===== src/rtl/matrix_ram_reader.sv =====
// matrix_ram_reader
// Reads the A and B matrices out of the fluxo_ram pair. Both RAMs share one
// address, so each address yields one element pair. The pairs go to the
// arithmetic core over a valid/ready stream and carry their row/col tags.
//
// Ports:
//   clk, rst_n          clock; asynchronous active-low reset
//   start               single-cycle request to begin a pass (ignored while busy)
//   busy, done          pass in progress / one-cycle completion pulse
//   endereco, grava     shared RAM read address / RAM write enable (always 0)
//   dado_a, dado_b      RAM read data, valid the cycle after the address
//   out_valid/out_ready output handshake
//   out_a, out_b        element pair
//   out_row, out_col    element position inside the 5x5 matrix
//   out_last            marks the final element of the pass
module matrix_ram_reader #(
    parameter int DATA_W = 9,
    parameter int ADDR_W = 8,
    parameter int N_ELEM = 25,
    parameter int COLS   = 5
) (
    input  logic              clk,
    input  logic              rst_n,
    input  logic              start,
    output logic              busy,
    output logic              done,
    output logic [ADDR_W-1:0] endereco,
    output logic              grava,
    input  logic [DATA_W-1:0] dado_a,
    input  logic [DATA_W-1:0] dado_b,
    output logic              out_valid,
    input  logic              out_ready,
    output logic [DATA_W-1:0] out_a,
    output logic [DATA_W-1:0] out_b,
    output logic [2:0]        out_row,
    output logic [2:0]        out_col,
    output logic              out_last
);

    localparam int EW = 2*DATA_W + 7;
    localparam logic [ADDR_W-1:0] ONE      = ADDR_W'(1);
    localparam logic [ADDR_W-1:0] LAST_IDX = ADDR_W'(N_ELEM-1);
    localparam logic [ADDR_W-1:0] END_IDX  = ADDR_W'(N_ELEM);
    localparam logic [2:0]        LAST_COL = 3'(COLS-1);

    typedef enum logic [1:0] {IDLE, READ, DRAIN} state_t;

    state_t            state;
    logic [ADDR_W-1:0] counter;
    logic [2:0]        iss_row;
    logic [2:0]        iss_col;

    // Tags of the read whose data appears on dado_a/dado_b this cycle.
    logic              inflight;
    logic [2:0]        inf_row;
    logic [2:0]        inf_col;
    logic              inf_last;

    // Two-entry skid buffer; buf0 is the head.
    logic [EW-1:0]     buf0;
    logic [EW-1:0]     buf1;
    logic [1:0]        occ;

    logic [EW-1:0]     ram_entry;
    logic [EW-1:0]     head;
    logic [1:0]        entries;
    logic [1:0]        remain;
    logic              pop;
    logic              issue;
    logic              issue_last;

    assign grava = 1'b0;

    // The in-flight read counts as a queue entry behind the buffer. If the
    // buffer is empty, the RAM data goes straight to the output. This bypass
    // gives the 2-cycle start-to-valid latency without an extra register stage.
    assign ram_entry = {dado_a, dado_b, inf_row, inf_col, inf_last};
    assign entries   = occ + {1'b0, inflight};
    assign out_valid = (entries != 2'd0);
    assign pop       = out_valid && out_ready;
    assign remain    = entries - {1'b0, pop};

    // A read may be issued only if its data will find a free slot. This
    // keeps buffered entries plus in-flight reads at two or fewer.
    assign issue      = (state == READ) && (remain < 2'd2);
    assign issue_last = (counter == LAST_IDX);

    // After the last issue the counter parks at N_ELEM. The address stays
    // clamped to the final element so it never leaves the matrix.
    assign endereco = (counter >= END_IDX) ? LAST_IDX : counter;

    always_comb begin
        head = '0;
        if (occ != 2'd0) begin
            head = buf0;
        end else if (inflight) begin
            head = ram_entry;
        end
    end

    assign {out_a, out_b, out_row, out_col, out_last} = head;

    // Buffer update. Whatever is in flight and not consumed this cycle moves
    // into the next free slot, and a pop shifts buf1 forward.
    always_ff @(posedge clk or negedge rst_n) begin
        if (!rst_n) begin
            buf0 <= '0;
            buf1 <= '0;
            occ  <= 2'd0;
        end else begin
            case (occ)
                2'd0: begin
                    if (inflight && !pop) begin
                        buf0 <= ram_entry;
                        occ  <= 2'd1;
                    end
                end
                2'd1: begin
                    if (pop) begin
                        if (inflight) begin
                            buf0 <= ram_entry;
                        end else begin
                            occ <= 2'd0;
                        end
                    end else if (inflight) begin
                        buf1 <= ram_entry;
                        occ  <= 2'd2;
                    end
                end
                default: begin
                    if (pop) begin
                        buf0 <= buf1;
                        occ  <= 2'd1;
                    end
                end
            endcase
        end
    end

    // Pass sequencing. Row/col are counted in lockstep with the issue index
    // to avoid a divider. A start in the done cycle is ignored, so a pass
    // cannot restart before the completion pulse has been seen.
    always_ff @(posedge clk or negedge rst_n) begin
        if (!rst_n) begin
            state    <= IDLE;
            busy     <= 1'b0;
            done     <= 1'b0;
            counter  <= '0;
            iss_row  <= 3'd0;
            iss_col  <= 3'd0;
            inflight <= 1'b0;
            inf_row  <= 3'd0;
            inf_col  <= 3'd0;
            inf_last <= 1'b0;
        end else begin
            done     <= 1'b0;
            inflight <= issue;
            if (issue) begin
                inf_row  <= iss_row;
                inf_col  <= iss_col;
                inf_last <= issue_last;
                counter  <= counter + ONE;
                if (iss_col == LAST_COL) begin
                    iss_col <= 3'd0;
                    iss_row <= iss_row + 3'd1;
                end else begin
                    iss_col <= iss_col + 3'd1;
                end
            end
            case (state)
                IDLE: begin
                    if (start && !done) begin
                        state   <= READ;
                        busy    <= 1'b1;
                        counter <= '0;
                        iss_row <= 3'd0;
                        iss_col <= 3'd0;
                    end
                end
                READ: begin
                    if (issue && issue_last) begin
                        state <= DRAIN;
                    end
                end
                default: begin
                    if (remain == 2'd0) begin
                        state <= IDLE;
                        busy  <= 1'b0;
                        done  <= 1'b1;
                    end
                end
            endcase
        end
    end

endmodule


===== config.mk =====
export PLATFORM = sky130hd
export DESIGN_NAME = matrix_ram_reader
export DESIGN_NICKNAME = d
export VERILOG_FILES = /design/src/rtl/matrix_ram_reader.sv
export SDC_FILE = /design/constraint.sdc
export NUM_CORES = 1
export LEC_CHECK = 0
export BUFFER_PORTS_ARGS = -buffer_cell sky130_fd_sc_hd__buf_4
export CAP_MARGIN = 20
export CORE_MARGIN = 10
export CORE_UTILIZATION = 40
export CTS_BUF_LIST = sky130_fd_sc_hd__clkbuf_8
export DETAILED_ROUTE_END_ITERATION = 6
export GPL_ROUTABILITY_DRIVEN = 0
export PLACE_DENSITY_LB_ADDON = 0.25
export SYNTH_ARGS = -nofsm -noshare
export SYNTH_HDL_FRONTEND = slang
export SYNTH_SLANG_ARGS = --single-unit

===== constraint.sdc =====
create_clock -name clk -period 2.6 [get_ports clk]
set_clock_uncertainty 0.1 [all_clocks]
set_input_delay 0.26 -clock clk [delete_from_list [all_inputs] [get_ports clk]]
set_output_delay 0.26 -clock clk [all_outputs]
set_load 0.01 [all_outputs]

## Word level (Yosys, flattened, before mapping)

Cells that the tools add are included.

| storage, ports and cells | value |
|---|---|
| flip-flop bits (word level) | 78 |
| input port bits | 22 |
| word-level logic and storage cells | 89 |

| cells by class | value |
|---|---|
| $add $sub $neg | 5 |
| order comparisons | 2 |
| eq/ne operators | 11 |
| mux-type cells | 34 |
| bitwise gates (word level) | 2 |
| reduce and logical (&&, ||, !) cells | 22 |

Operators with widths:

| operator | number |
|---|---|
| 2-to-1 mux 25 bit | 6 |
| case mux 25 bit (2 select lines) | 1 |
| 2-to-1 mux 8 bit | 4 |
| 2-to-1 mux 3 bit | 8 |
| 2-to-1 mux 2 bit | 8 |
| AND reduction 3 bit | 3 |
| adder 8 x 1 -> 8 bit, second input constant | 1 |
| == test 8 x 5 -> 1 bit, second input constant | 1 |
| greater-or-equal comparator 8 x 5 -> 1 bit, second input constant | 1 |
| inequality test 2 bit, second input constant | 4 |
| case mux 2 bit (2 select lines) | 2 |
| AND reduction 4 bit | 2 |
| nonzero test 2 bit | 4 |
| adder 3 x 1 -> 3 bit, second input constant | 2 |
| logical NOT 2 bit | 3 |
| inequality test 3 bit, second input constant | 2 |
| nonzero test 3 bit | 2 |
| logical AND 1 bit | 5 |
| == test 2 x 1 -> 1 bit, second input constant | 2 |
| 2-to-1 mux 1 bit | 4 |
| == test 3 bit, second input constant | 1 |
| adder 2 x 1 -> 2 bit | 1 |
| logical NOT 1 bit | 2 |
| less-than comparator 2 bit, second input constant | 1 |
| other kinds (5) | 6 |

## Longest topological paths before layout

Gate-level depths: netlist of run 1.

| depth | value |
|---|---|
| word-level depth | 9 |
| gate-level depth with buffers | 12 |
| gate-level depth less buffers | 10 |

## Worst setup path after synthesis of run 1

No wires, ideal clock.

| path | value |
|---|---|
| kind | register to register |
| start point | register occ[0] |
| end point | register counter[5] |
| setup time | 0.140 ns |
| arrival | 2.479 ns |
| data required time | 2.360 ns |
| path slack | -0.118 ns |
| cell stages (with the launch flop) | 12 |
| period minus slack after synthesis | 2.718 ns |
| path through | dfrtp_1 ha_1 buf_2 xnor2_1 nand2_1 and2_1 ha_1 xnor3_1 nand2_2 buf_6 o311ai_0 o41ai_1 |

| between the ends | value |
|---|---|
| cells in the longest elaborated chain, start to end | 9 |

Ends and longest elaborated chain:

| what | RTL line | text |
|---|---|---|
| start, declared | 62 | `logic [1:0] occ;` |
| start signal, assigned | 109 | `occ <= 2'd0;` |
| start signal, assigned | 115 | `occ <= 2'd1;` |
| start signal, assigned | 123 | `occ <= 2'd0;` |
| adder 2 x 1 -> 2 bit (*) | 78 | `assign entries = occ + {1'b0, inflight};` |
| nonzero test 2 bit (*) | 79 | `assign out_valid = (entries != 2'd0);` |
| via out_valid | 31 | `output logic out_valid,` |
| logical AND 1 bit (*) | 80 | `assign pop = out_valid && out_ready;` |
| subtractor 2 x 1 -> 2 bit (*) | 81 | `assign remain = entries - {1'b0, pop};` |
| less-than comparator 2 bit (*) | 85 | `assign issue = (state == READ) && (remain < 2'd2);` |
| logical AND 1 bit (*) | 85 |  |
| 2-to-1 mux 8 bit (*) | 158 | `if (issue) begin` |
| 2-to-1 mux 8 bit | 172 | `if (start && !done) begin` |
| 2-to-1 mux 8 bit (*) | 170 | `case (state)` |
| end signal, assigned | 162 | `counter <= counter + ONE;` |
| end, declared | 49 | `logic [ADDR_W-1:0] counter;` |

Mark *: on every way through the listed nets, which the timed path passes. The rest lies on a longest branch.
A chain may end at the register's enable or synchronous reset.

## Worst setup path after layout of run 1

| path | value |
|---|---|
| start point | register inflight |
| end point | register state[0] |

| between the ends | value |
|---|---|
| cells in the longest elaborated chain, start to end | 9 |
| elaborated cells between the ends (all ways) | 11 |
| those cells by class | add/sub: 2; order compare: 1; eq/ne: 1; reduce/logical: 7 |

Ends and longest elaborated chain:

| what | RTL line | text |
|---|---|---|
| start, declared | 54 | `logic inflight;` |
| start signal, assigned | 157 | `inflight <= issue;` |
| adder 2 x 1 -> 2 bit (*) | 78 |  |
| nonzero test 2 bit | 79 |  |
| logical AND 1 bit | 80 |  |
| subtractor 2 x 1 -> 2 bit (*) | 81 |  |
| less-than comparator 2 bit | 85 |  |
| logical AND 1 bit | 85 |  |
| logical AND 1 bit | 181 | `if (issue && issue_last) begin` |
| inequality test 2 x 1 -> 1 bit (no line) | - |  |
| AND reduction 3 bit (no line) (*) | - |  |
| end signal, assigned | 173 | `state <= READ;` |
| end signal, assigned | 182 | `state <= DRAIN;` |
| end signal, assigned | 187 | `state <= IDLE;` |
| end, declared | 48 | `state_t state;` |

Every way passes the cells marked *; elsewhere a longest branch is shown, timed or not.

==> reports/qor.yml, run 1 <==
hold_path:
  hold_path_class: "in -> reg"
clocking:
  root_buffer: "clkbuf_8"
  tritoncts: "built"
  clockBufferDepth: 2
  htreeDepth: 3
  clk_pin_slew_ps: 80
  cts_buffers: 9
  clk-insertion-delay-late_ps: 350
  clock_sinks: 78
logic_synthesis:
  synth_area_mm2: 0.00407
  synth_top_area_share_pct: 48.0
  synth_area_leaders: "dfrtp_1 (48%), mux2_2 (19%), nand2_1 (7.7%), o21ai_0 (3.7%), ha_1 (2.5%)"
  yosysWarnings: 0
  synth-edff-count: 0
  synth-main-ff-cell: "dfrtp_1"
  synth_top_area_cell: "dfrtp_1"
  yosysSeqAreaShare_pct: 48.0
  ys_ff_latch: 78
  syn_inst: 379
  synth_cell_types: 47
  syn_area_per_cell_um2: 10.7
  synthArstFlopShare_pct: 100
critical_path:
  crit_path_start_kind: "flop"
  path_common_cell: "ha_1"
  max_stage_delay_ps: 450
  slowest_stage: "or3_1"
  worstPathCellList: "ha_1 -> inv_1 -> nand2_1 -> and2_1 -> ha_1 -> xnor3_1 -> nand2_4 -> or3_1 -> o2bb2ai_1"
  cp-end-kind: "flop"
  criticalPathCategory: "reg -> reg"
  crit_fanout: 11
  cp_data_arrival_time_ps: 2600
  crit_required_ps: 2730
global_routing:
  antenna_found_initial: 0
  grt_pass1_wl_mm: 14.7
  grt_pass1_vias: 3007
  track_usage_pct: 12.3
  grt_overflow: 0
  grt_max_degree: 54
drt:
  met1_length_mm: 4.01
  route.met2.wl_mm: 4.20
  vias_per_cell: 5.01
  vias: 2867
  highest_layer: "met4"
  routedWlPerCell_um: 15.3
  drt_wl_total_mm: 8.75
  drc: 0
  detailroute.wirelength.met3_um: 418
  ant_nets: 0
  dr.first_iter.drc_count: 153
  dr.pass1.iters: 4
die:
  die_h_um: 121
  fp.dieW_um: 121
  start_util_pct: 41.4
  dieArea_mm2: 0.0146
  row_count: 36
  io_pins: 59
  coreArea_mm2: 0.00982
sta:
  finalWorstSetupSlack_ps: 136
  hold_viol_final: 0
  finalMaxSlewViolations: 0
  relSlewSlack_pct: 53.9
  fin_setup_tns_ps: 0
  finalSetupViolations: 0
  period_minus_slack_ps: 2460
  worst_pin_slew_ps: 692
  fmax_mhz: 406
  fin_crit_sh_pct: 94.8
  rsz0062_at_grt: "no"
final_layout:
  layout-drive-gt1-share_pct: 35.8
  diodes: 0
  nFillCells: 926
  finalNonFillerCells: 572
  layout.nets: 465
  areaGrowthSynthToFinish_pct: 19.8
placement:
  io_buffers: 54
  dp.cells: 556
  hpwl_mm: 6.04
  pre_cts_ws_ps: 138
power:
  leakagePower_nw: 2.29
  power.density_mw_per_mm2: 1460
  ir_drop_v: 0.000881
run:
  cap_violations: 0
outcome:
  status: "completed"
-- timing repair --
item,CTS,global route
resized for setup,0,4
endpoints found under the hold margin,52,0
hold buffers,1,0
buffers inserted,0,0
setup endpoints to repair,0,16
-- final timing paths --
kind                       slack [ps]           startpoint                   end  cells past startpoint
min in group asynchronous         430                rst_n  buf0[21]$_DFFE_PN0P_                      2
max in group asynchronous        1380                rst_n  buf1[18]$_DFFE_PN0P_                      3
max reg2reg                       140   inflight$_DFF_PN0_  state[0]$_DFFE_PN0P_                      9
min reg2reg                       390  buf0[2]$_DFFE_PN0P_   buf0[2]$_DFFE_PN0P_                      1
max                               140   inflight$_DFF_PN0_  state[0]$_DFFE_PN0P_                      9
min                                60            dado_b[3]  buf1[10]$_DFFE_PN0P_                      2
-- sequential cells by signal, summed over array words and instances (netlist names), 3 cells and up --
| signal | flops |
|---|---|
| iss_col | 3 |
| counter | 8 |
| buf0 | 25 |
| inf_row | 3 |
| iss_row | 3 |
| inf_col | 3 |
| buf1 | 25 |
-- kinds of logic after synthesis --
family                     share of synthesized area (%)
and+or+nand+nor                                     13.7
muxes                                               21.8
DFF                                                 48.0
AOI/OAI and AO/OA                                   7.72
buffers and inverters                               4.83
adders and majority gates                           2.46
xor gates and xnor gates                            1.42
other                                             0.0922
-- stage by stage --
| stage | hold slack (ps) | area [µm²] | utilization (%) | total power, W |
|---|---|---|---|---|
| final | 56.2 | 4870 | 49.6 | 0.00711 |
| after global routing | 43.2 | 4870 | 49.6 | 0.00773 |
| after CTS | 41.9 | 4860 | 49.5 | 0.00717 |
| after detailed placement | 257 | 4630 | 47.1 | 0.00614 |
| after global placement | 253 | 4630 | 47.1 | 0.00602 |
| after floorplan | -136 | 4080 | - | 0.00491 |
-- per-layer routing --
layer,up-vias,global-route usage [%]
met4,0,4.52
met3,11,3.44
met5,-,0
met1,1402,15.0
met2,50,20.2
li1,1404,-
-- worst max-delay path: cells and delay by family (launching register included) --
kind / cells / cell delay [ps]
AO/OA/AOI/OAI: 1 / 140
adder cells (fa/ha/maj): 2 / 520
buffers and inverters: 1 / 120
AND/OR/NAND/NOR: 4 / 810
XOR/XNOR: 1 / 270
flip-flops: 1 / 390
-- where the power goes --
part / internal [W] / switching (W)
logic: 0.00196 / 0.00202
clock network: 0.000585 / 0.000425
registers: 0.00178 / 0.000337
-- cells in the mapped netlist (4+ instances only) --
cell type  number
mux2_2         68
dfrtp_1        78
a21oi_1         6
ha_1            8
nand2b_1        4
mux2_1          8
nor2_1          6
o21ai_0        30
buf_4           6
buf_6           4
nand2_1        83
inv_1          10
clkbuf_1        9
buf_2           7
-- cell usage in the layout, fill, tap and decap left out, types with 2 or more instances in the layout --
cell type,instances
nor2_1,6
buf_4,64
dfrtp_1,78
o21ai_0,30
nor2b_1,2
mux2_2,68
mux2_1,8
a21oi_1,6
inv_1,9
xor2_1,2
nor3_1,2
nand4_1,3
buf_12,3
clkinv_2,2
conb_1,4
and3_1,3
or3_1,2
xnor2_1,2
o22a_1,2
ha_1,8
nand2_1,83
nand3_1,3
and4_1,2
mux2i_1,3
o211ai_1,3
and2_1,3
nand2b_1,4
bufinv_16,2
clkbuf_8,11
-- layout make-up --
class	count	area, µm²	area share, %
clock inverters	4	70.1	1.44
repair buffers	68	551	11.3
flip-flops and latches	78	1950	40.1
clock buffers	11	151	3.11
well taps	133	166	3.42
multi-input cells	268	1940	39.9
inverters	10	37.5	0.771
No activity file was read; power rests on OpenSTA's default activity.
==> run 2, diff against run 1 <==
--- a/config.mk
+++ b/config.mk
@@ -13,6 +13,7 @@
 export DETAILED_ROUTE_END_ITERATION = 6
 export GPL_ROUTABILITY_DRIVEN = 0
 export PLACE_DENSITY_LB_ADDON = 0.25
+export RECOVER_POWER = 50
 export SYNTH_ARGS = -nofsm -noshare
 export SYNTH_HDL_FRONTEND = slang
 export SYNTH_SLANG_ARGS = --single-unit
==> reports/qor.yml, run 2 (synthesis results as in run 1) <==
final_layout:
  diodes: 0  # unchanged
  top_regs: "buf0 (25), buf1 (25), counter (8)"  # unchanged
  final_cell_mix: "nand2_1 (83), dfrtp_1 (78), mux2_2 (68), buf_4 (55), o21ai_0 (30)"  # was nand2_1 (83), dfrtp_1 (78), mux2_2 (68), buf_4 (64), o21ai_0 (30)
  multi_input_area_mm2: 0.00194  # unchanged
  ff_latch_area_mm2: 0.00195  # unchanged
  layout-drive-gt1-share_pct: 34.2  # was 35.8%
  final_common_cell: "nand2_1"  # unchanged
  nFillCells: 938  # was 926
  final_cell_area_mm2: 0.00482  # was 0.00487 mm²
  areaGrowthSynthToFinish_pct: 18.6  # was 19.8%
  layout.nets: 465  # unchanged
drt:
  drt_wl_total_mm: 8.73  # was 8.75 mm
  vias_per_cell: 5.02  # was 5.01
  dr.pass1.iters: 4  # unchanged
  ant_nets: 0  # unchanged
  drc: 0  # unchanged
  dr.first_iter.drc_count: 161  # was 153
  routedWlPerCell_um: 15.3  # about the same
  vias: 2872  # was 2867
sta:
  rsz0062_at_grt: "no"  # unchanged
  fin_crit_sh_pct: 94.5  # was 94.8%
  finalMaxSlewViolations: 0  # unchanged
  relSlewSlack_pct: 11.6  # was 53.9%
  fin_setup_tns_ps: 0  # unchanged
  finalSetupViolations: 0  # unchanged
  hold_viol_final: 0  # unchanged
  period_minus_slack_ps: 2460  # about the same
  worst_pin_slew_ps: 1330  # was 692 ps
  fmax_mhz: 407  # was 406 MHz
die:
  fp.dieW_um: 121  # unchanged
  start_util_pct: 41.4  # unchanged
  row_count: 36  # unchanged
  dieArea_mm2: 0.0146  # unchanged
  die_h_um: 121  # unchanged
  io_pins: 59  # unchanged
  coreArea_mm2: 0.00982  # unchanged
critical_path:
  crit_fanout: 11  # unchanged
  slowest_stage: "or3_1"  # unchanged
  max_stage_delay_ps: 450  # about the same
  worstPathCellList: "ha_1 -> inv_1 -> nand2_1 -> and2_1 -> ha_1 -> xnor3_1 -> nand2_4 -> or3_1 -> o2bb2ai_1"  # unchanged
  path_common_cell: "ha_1"  # unchanged
  cp_data_arrival_time_ps: 2590  # was 2600 ps
  regToRegSetupSlack_ps: 140  # about the same
  criticalPathCategory: "reg -> reg"  # unchanged
  crit_path_start_kind: "flop"  # unchanged
  cp-end-kind: "flop"  # unchanged
  crit_required_ps: 2730  # about the same
hold_path:
  hold_path_class: "in -> reg"  # unchanged
power:
  sw_frac_of_total_pct: 39.3  # was 39.1%
  p_clk_share_pct: 14.3  # was 14.2%
  leakagePower_nw: 2.26  # was 2.29 nW
  power.switching_w: 0.00277  # was 0.00278 W
  power.density_mw_per_mm2: 1460  # about the same
  p_int_w: 0.00428  # was 0.00433 W
  ir_drop_v: 0.000880  # was 0.000881 V
  p_seq_share_pct: 30.1  # was 29.8%
  comb_power_share_pct: 55.6  # was 56.0%
global_routing:
  grt_max_degree: 54  # unchanged
  grt_overflow: 0  # unchanged
  track_usage_pct: 12.3  # unchanged
  antenna_found_initial: 0  # unchanged
  grt_pass1_vias: 3007  # unchanged
  grt_pass1_wl_mm: 14.7  # unchanged
placement:
  io_buffers: 54  # unchanged
  hpwl_mm: 6.04  # unchanged
  placed_cell_area_mm2: 0.00463  # unchanged
clocking:
  clk-insertion-delay-late_ps: 350  # about the same
  htreeDepth: 3  # unchanged
  cts_setup_buffers: 0  # unchanged
  clockBufferDepth: 2  # unchanged
  clk_pin_slew_ps: 80  # about the same
  tritoncts: "built"  # unchanged
  cts_buffers: 9  # unchanged
  clock_sinks: 78  # unchanged
  root_buffer: "clkbuf_8"  # unchanged
run:
  cap_violations: 0  # unchanged
outcome:
  status: "completed"  # unchanged
==> run 2: changes by cell type in the layout (fill, tap and decap cells not counted), sizes merged <==
cell	change
buf	-10
clkbuf	+10
==> run 2: cell type report <==
| class | count | area share, % |
|---|---|---|
| Timing Repair Buffer | 68 | 10.5 |
| Inverter | 10 | 0.778 |
| Clock buffer | 11 | 3.14 |
| Sequential cell | 78 | 40.5 |
| Multi-Input combinational cell | 268 | 40.3 |
| Tap cell | 133 | 3.45 |
| Clock inverter | 4 | 1.45 |
==> run 2: routing by layer <==
metal | vias to the layer above | GRT usage [%] | part of all wire (%)
li1 | 1405 | - | -
met1 | 1406 | 15.0 | 46
met2 | 50 | 20.2 | 48
met3 | 11 | 3.44 | 4.8
met4 | 0 | 4.52 | 1.3
met5 | - | 0 | 0
==> run 2: final timing paths <==
path	startpoint	endpoint	depth (start not counted)
max reg2reg	inflight$_DFF_PN0_	state[0]$_DFFE_PN0P_	9
max	inflight$_DFF_PN0_	state[0]$_DFFE_PN0P_	9
max in group asynchronous	rst_n	buf1[18]$_DFFE_PN0P_	3
min	dado_b[3]	buf1[10]$_DFFE_PN0P_	2
min in group asynchronous	rst_n	buf0[21]$_DFFE_PN0P_	2
min reg2reg	buf0[2]$_DFFE_PN0P_	buf0[2]$_DFFE_PN0P_	1
==> run 2: what timing repair did <==
| action | in CTS | in global routing |
|---|---|---|
| endpoints found under the setup margin | 0 | 16 |
| hold endpoints to repair | 52 | 0 |
| resized for setup | 0 | 4 |
| hold buffers | 1 | 0 |
==> run 2: power groups by stage <==
| stage | Clock (W) | Sequential (W) | Combinational [W] |
|---|---|---|---|
| 4_1_cts | 0.00104 | 0.00213 | 0.00400 |
| 5_1_grt | 0.00110 | 0.00221 | 0.00437 |
| 3_3_place_gp | 0 | 0.00211 | 0.00390 |
| 6_report | 0.00101 | 0.00212 | 0.00392 |
| 3_5_place_dp | 0 | 0.00215 | 0.00399 |
| 2_1_floorplan | 0 | 0.00207 | 0.00285 |
==> run 2: worst max-delay path: cells and delay by family, from the launching register on <==
family	cells	cell delay (ps)
simple gates	4	810
fa+ha+maj	2	520
flops	1	380
xor+xnor	1	270
compound gates	1	140
buf+inv	1	120
==> run 2: through the flow <==
step / power, W / std cells / utilization [%] / setup slack [ps] / hold WS, ps
3_5_place_dp: 0.00614 / 556 / 47.1 / 138 / 257
4_1_cts: 0.00717 / 572 / 49.5 / 57.6 / 41.9
2_1_floorplan: 0.00491 / 382 / - / 39.8 / -136
5_1_grt: 0.00768 / 572 / 49.1 / 6.92 / 43.2
6_report: 0.00705 / 572 / 49.1 / 143 / 56.2
3_3_place_gp: 0.00602 / 556 / 47.1 / 183 / 253
